File: config.mk
export PLATFORM = sky130hd
export DESIGN_NAME = switch_event_encoder
export DESIGN_NICKNAME = d
export VERILOG_FILES = /design/src/rtl/switch_event_encoder_pkg.sv /design/src/rtl/switch_event_encoder_sync.sv /design/src/rtl/switch_event_encoder.sv
export SDC_FILE = /design/constraint.sdc
export NUM_CORES = 1
export LEC_CHECK = 0
export ABC_AREA = 1
export BUFFER_PORTS_ARGS = -buffer_cell sky130_fd_sc_hd__clkbuf_2
export CORE_UTILIZATION = 40
export CTS_BUF_LIST = sky130_fd_sc_hd__clkbuf_16
export CTS_CLUSTER_DIAMETER = 40
export CTS_CLUSTER_SIZE = 28
export DETAILED_ROUTE_END_ITERATION = 12
export PLACE_DENSITY = 0.62
export SLEW_MARGIN = 25
export SYNTH_ARGS = -nofsm -noshare
export SYNTH_HDL_FRONTEND = slang
export SYNTH_HIERARCHICAL = 1
export SYNTH_SLANG_ARGS = --single-unit
export TNS_END_PERCENT = 1
File: constraint.sdc
create_clock -name clk -period 1.7 [get_ports clk]
set_clock_uncertainty 0.2 [all_clocks]
set_input_delay 0.17 -clock clk [delete_from_list [all_inputs] [get_ports clk]]
set_output_delay 0.17 -clock clk [all_outputs]
set_load 0.02 [all_outputs]
File: src/rtl/switch_event_encoder_pkg.sv
// Shared definitions for the switch event encoder.
//   state_t      : debounce FSM state encoding
//   CODE_SW0..3  : encoded switch index for each one-hot input
//   is_one_hot   : true when exactly one bit of a 4-bit pattern is set
//   encode_sw    : maps a one-hot pattern to its 2-bit index
package switch_event_encoder_pkg;

  typedef enum logic [1:0] {
    ST_IDLE,
    ST_PRESS_DB,
    ST_HELD,
    ST_RELEASE_DB
  } state_t;

  localparam logic [1:0] CODE_SW0 = 2'b00;
  localparam logic [1:0] CODE_SW1 = 2'b01;
  localparam logic [1:0] CODE_SW2 = 2'b10;
  localparam logic [1:0] CODE_SW3 = 2'b11;

  function automatic logic is_one_hot(input logic [3:0] p);
    return (p != 4'd0) && ((p & (p - 4'd1)) == 4'd0);
  endfunction

  function automatic logic [1:0] encode_sw(input logic [3:0] p);
    logic [1:0] c;
    c = CODE_SW0;
    case (p)
      4'b0001: c = CODE_SW0;
      4'b0010: c = CODE_SW1;
      4'b0100: c = CODE_SW2;
      4'b1000: c = CODE_SW3;
      default: c = CODE_SW0;
    endcase
    return c;
  endfunction

endpackage

File: src/rtl/switch_event_encoder_sync.sv
// Two-flop synchronizer for the raw switch inputs.
//   clk   : system clock
//   reset : synchronous, active-high; clears both stages
//   d     : raw asynchronous switch levels
//   q     : synchronized switch levels
module switch_sync (
  input  logic       clk,
  input  logic       reset,
  input  logic [3:0] d,
  output logic [3:0] q
);

  logic [3:0] stage1;

  always_ff @(posedge clk) begin
    if (reset) begin
      stage1 <= '0;
      q      <= '0;
    end else begin
      stage1 <= d;
      q      <= stage1;
    end
  end

endmodule

File: src/rtl/switch_event_encoder.sv
// Debounces four one-hot switches and reports each legal press as an
// encoded event; debounced multi-hot patterns raise an error strobe.
//   clk   : system clock
//   reset : synchronous, active-high
//   sw    : raw asynchronous switch inputs
//   valid : one-cycle strobe for a debounced one-hot press
//   code  : index of the pressed switch, updated only with valid
//   error : one-cycle strobe for a debounced multi-hot pattern
//   busy  : high whenever the FSM is outside IDLE
module switch_event_encoder
  import switch_event_encoder_pkg::*;
#(
  parameter int unsigned DEBOUNCE_CYCLES = 1000000
) (
  input  logic       clk,
  input  logic       reset,
  input  logic [3:0] sw,
  output logic       valid,
  output logic [1:0] code,
  output logic       error,
  output logic       busy
);

  localparam int unsigned CW = $clog2(DEBOUNCE_CYCLES + 1);
  // The capture sample in IDLE already counts as the first stable press
  // cycle, so PRESS_DB fires one count earlier than RELEASE_DB, which must
  // see DEBOUNCE_CYCLES zero samples after entry or after any glitch.
  localparam logic [CW-1:0] PRESS_LAST = CW'(DEBOUNCE_CYCLES - 2);
  localparam logic [CW-1:0] REL_LAST   = CW'(DEBOUNCE_CYCLES - 1);
  localparam logic [CW-1:0] CNT_MAX    = '1;

  logic [3:0]    sw_s;
  state_t        state, state_n;
  logic [CW-1:0] cnt, cnt_n, cnt_inc;
  logic [3:0]    pattern, pattern_n;
  logic          valid_n, error_n, busy_n;
  logic [1:0]    code_n;

  switch_sync u_sync (
    .clk   (clk),
    .reset (reset),
    .d     (sw),
    .q     (sw_s)
  );

  assign cnt_inc = (cnt == CNT_MAX) ? cnt : cnt + 1'b1;

  always_comb begin
    state_n   = state;
    cnt_n     = cnt;
    pattern_n = pattern;
    valid_n   = 1'b0;
    error_n   = 1'b0;
    code_n    = code;
    case (state)
      ST_IDLE: begin
        if (sw_s != 4'd0) begin
          pattern_n = sw_s;
          cnt_n     = '0;
          state_n   = ST_PRESS_DB;
        end
      end
      ST_PRESS_DB: begin
        if (sw_s == 4'd0) begin
          cnt_n   = '0;
          state_n = ST_IDLE;
        end else if (sw_s != pattern) begin
          pattern_n = sw_s;
          cnt_n     = '0;
        end else if (cnt >= PRESS_LAST) begin
          state_n = ST_HELD;
          if (is_one_hot(pattern)) begin
            valid_n = 1'b1;
            code_n  = encode_sw(pattern);
          end else begin
            error_n = 1'b1;
          end
        end else begin
          cnt_n = cnt_inc;
        end
      end
      ST_HELD: begin
        if (sw_s == 4'd0) begin
          cnt_n   = '0;
          state_n = ST_RELEASE_DB;
        end
      end
      ST_RELEASE_DB: begin
        if (sw_s != 4'd0) begin
          cnt_n = '0;
        end else if (cnt >= REL_LAST) begin
          cnt_n   = '0;
          state_n = ST_IDLE;
        end else begin
          cnt_n = cnt_inc;
        end
      end
      default: begin
        cnt_n   = '0;
        state_n = ST_IDLE;
      end
    endcase
    busy_n = (state_n != ST_IDLE);
  end

  always_ff @(posedge clk) begin
    if (reset) begin
      state   <= ST_IDLE;
      cnt     <= '0;
      pattern <= '0;
      valid   <= 1'b0;
      error   <= 1'b0;
      code    <= CODE_SW0;
      busy    <= 1'b0;
    end else begin
      state   <= state_n;
      cnt     <= cnt_n;
      pattern <= pattern_n;
      valid   <= valid_n;
      error   <= error_n;
      code    <= code_n;
      busy    <= busy_n;
    end
  end

endmodule
==> results.toml <==
[status]
status = "finished with violations"
violations = "setup timing"

[logic_synthesis]
synth.most_common_cell = "nand2_1"
syn_nets = 378
synth-edff-count = 0
synth_cell_types = 35
synth_top_area_share_pct = 32.52
synth_top_area_cell = "dfxtp_1"
synth_commonest_cells = "nand2_1, nor2_1, inv_1"
yosysSeqAreaShare_pct = 32.52
ys_ff_latch = 39
synthArstFlopShare_pct = 0
yosys-top-cells-area = "dfxtp_1, nand2_1, nor2_1, inv_1, nand4_1"
synth_warnings = 6
syn_inst = 370
syn_area_um2 = 2401
synth.avg_cell_area_um2 = 6.489
synth_flop_cell = "dfxtp_1"

[routing]
num_vias = 2583
drt-pass1-iter-count = 5
wl_met3_um = 414
top_layer_used = "met4"
viasPerCell = 4.948
drcViolationCount = 0
wl_per_cell_um = 12.78
drtAntennaViolNets = 0
drt-initial-drc-count = 289
dr_wl_met2_mm = 3.041
routedLengthMet1_mm = 3.125
wirelength_mm = 6.673

[setup_path]
worstSetupPathType = "reg2reg"
crit_buf_inv = 1
arrival_ns = 1.83
slowest_stage = "dfxtp_4"
worstPathCellList = "ha_4 -> nand3_4 -> nor2_4 -> nand4_1 -> nor2_4 -> nor3_1 -> buf_4 -> nand2_1 -> nand2_1 -> nand2_1 -> nor2_1"
slowest_delay_ns = 0.39
critical_path_depth = 11
start_kind = "flop"
cp-end-kind = "flop"
path_max_fanout = 5
crit_required_ns = 1.68
path_common_cell = "nand2_1"
cp_top_family = "simple AND/OR/NAND/NOR gates"
worst-r2r-cell-count = 11

[timing]
fin_ws_ns = -0.1485
rsz0062_at_grt = "yes"
fin_crit_ns = 1.849
finalHoldViolations = 0
post-route-period-util_pct = 108.7
setup_viol = 23
fmax_mhz = 541.0
relSlewSlack_pct = 77.67
worst_pin_slew_ns = 0.3328
slew_viol_final = 0

[cts]
clkLatencyLatePin_ns = 0.29
cts-root-buf = "clkbuf_16"
htreeDepth = 2
clk_pin_slew_ns = 0.06
cts_tree = "done"
cts_buffers = 5
cts_buffer_depth = 2
cts_sinks = 39

[power_and_ir_drop]
p_switching_mw = 0.6727
p_per_area_nw_per_um2 = 747.3
total_power_mw = 2.514
internal_power_mw = 1.841
pwr-share-comb_pct = 17.6
pwr-share-clk_pct = 43.8
p_leak_nw = 1.631
ir_drop_v = 0.0005287
swShare_pct = 26.75
seqPwrFrac_pct = 38.6

[grt]
grt_usage_pct = 22.29
gr-total-overflow = 0
grt_pass1_wl_mm = 10.81
grt_max_degree = 19
antenna_found_initial = 0
grt_pass1_vias = 2306

[place]
routabilityCongestion = 0.9407
pre_cts_slack_ns = -0.2384
dpl.cell_count = 505
hpwl_mm = 4.915
io_buffers = 10

[worst_hold_path]
min_path_type = "in2reg"
hold_path_depth = 3

[finish]
seq_area_um2 = 794.5
multi_input_area_um2 = 1470
n_fill_cell = 506
antennaDiodeCount = 0
nets = 457
utilization_pct = 59.64
area_delta_synth_final_pct = 40.13
instances_no_fill = 522
drive_gt1_share_pct = 33.33

[floorplanning]
rows = 27
die_w_um = 79.48
ios = 11
die_y_um = 79.48
start_util_pct = 42.56
core_um2 = 5642
die_area_um2 = 6316

[job]
cap_viol_max_count = 0
[per-stage QoR]
stage,area (µm²),setup TNS (ns),hold slack [ns]
2_1_floorplan,2429,0,0.07697
3_3_place_gp,2993,-3.065,0.1620
3_5_place_dp,2993,-3.551,0.1675
4_1_cts,3278,-2.243,0.1226
5_1_grt,3364,-5.228,0.1431
6_report,3364,-2.463,0.1256
[cells by family (layout without fill, tap and decap cells)]
kind of cell               count (synthesis)  after routing  share of synthesized area [%]
AOI/OAI and AO/OA                         30             30                          7.504
buffers and inverters                     64            144                          11.26
DFF                                       39             39                          32.52
xor gates and xnor gates                  10             10                          3.648
adders and majority gates                  2              2                          1.042
and+or+nand+nor                          225            225                          44.03
[placed cells by master (no fill, tap or decap), drive strengths merged, types with 4 or more instances in the layout]
cell type    count
nand4           23
inv             59
buf             63
nand2          110
o21ai           15
dfxtp           39
clkbuf          15
a21oi           13
nor2            67
nor3             4
dlygate4sd3      4
nand3           16
xor2             7
[final cells by class]
class,instances,share of cell area (%)
Clock buffer,5,3.719
Clock inverter,3,1.413
Inverter,59,6.582
Multi-Input combinational cell,267,43.70
Sequential cell,39,23.61
Tap cell,72,2.678
Timing Repair Buffer,77,18.30
[state kept, by name, indices dropped and copies added, names as in the netlist]
register	flops
u_sync/q	4
busy	1
error	1
pattern	4
state	2
cnt	20
u_sync/stage1	4
valid	1
code	2
[metal layers]
layer,up-vias,track usage (%)
li1,1319,-
met1,1154,30.17
met2,99,36.50
met3,11,3.771
met4,0,5.455
met5,-,0
[power by group through the flow]
stage	Sequential, mW	Combinational (mW)	Clock, mW
4_1_cts	0.969	0.433	1.12
5_1_grt	0.974	0.482	1.15
6_report	0.970	0.442	1.10
3_5_place_dp	0.990	0.407	0
2_1_floorplan	0.997	0.233	0
3_3_place_gp	0.989	0.401	0
[timing repair]
| action | CTS | global route |
|---|---|---|
| hold endpoints to repair | 4 | 0 |
| hold buffers | 4 | 0 |
| pin swaps | 9 | 15 |
| buffers inserted | 1 | 4 |
| endpoints found under the setup margin | 26 | 31 |
| gates resized for setup | 21 | 23 |
[worst min-delay path: cells and delay by family]
| family | cells | cell delay [ns] |
|---|---|---|
| AO/OA/AOI/OAI | 1 | 0.04 |
| buffers and inverters | 2 | 0.35 |
[path summary, 6_finish.rpt]
path / from / endpoint / slack [ns]
hold / removal: reset / cnt[4]$_SDFFE_PP0P_ / 0.13
hold reg to reg: u_sync/stage1[2]$_SDFF_PP0_ / u_sync/q[2]$_SDFF_PP0_ / 0.20
setup / recovery: cnt[1]$_SDFFE_PP0P_ / cnt[9]$_SDFFE_PP0P_ / -0.15
setup reg to reg: cnt[1]$_SDFFE_PP0P_ / cnt[9]$_SDFFE_PP0P_ / -0.15
No activity file was read; power rests on OpenSTA's default activity.
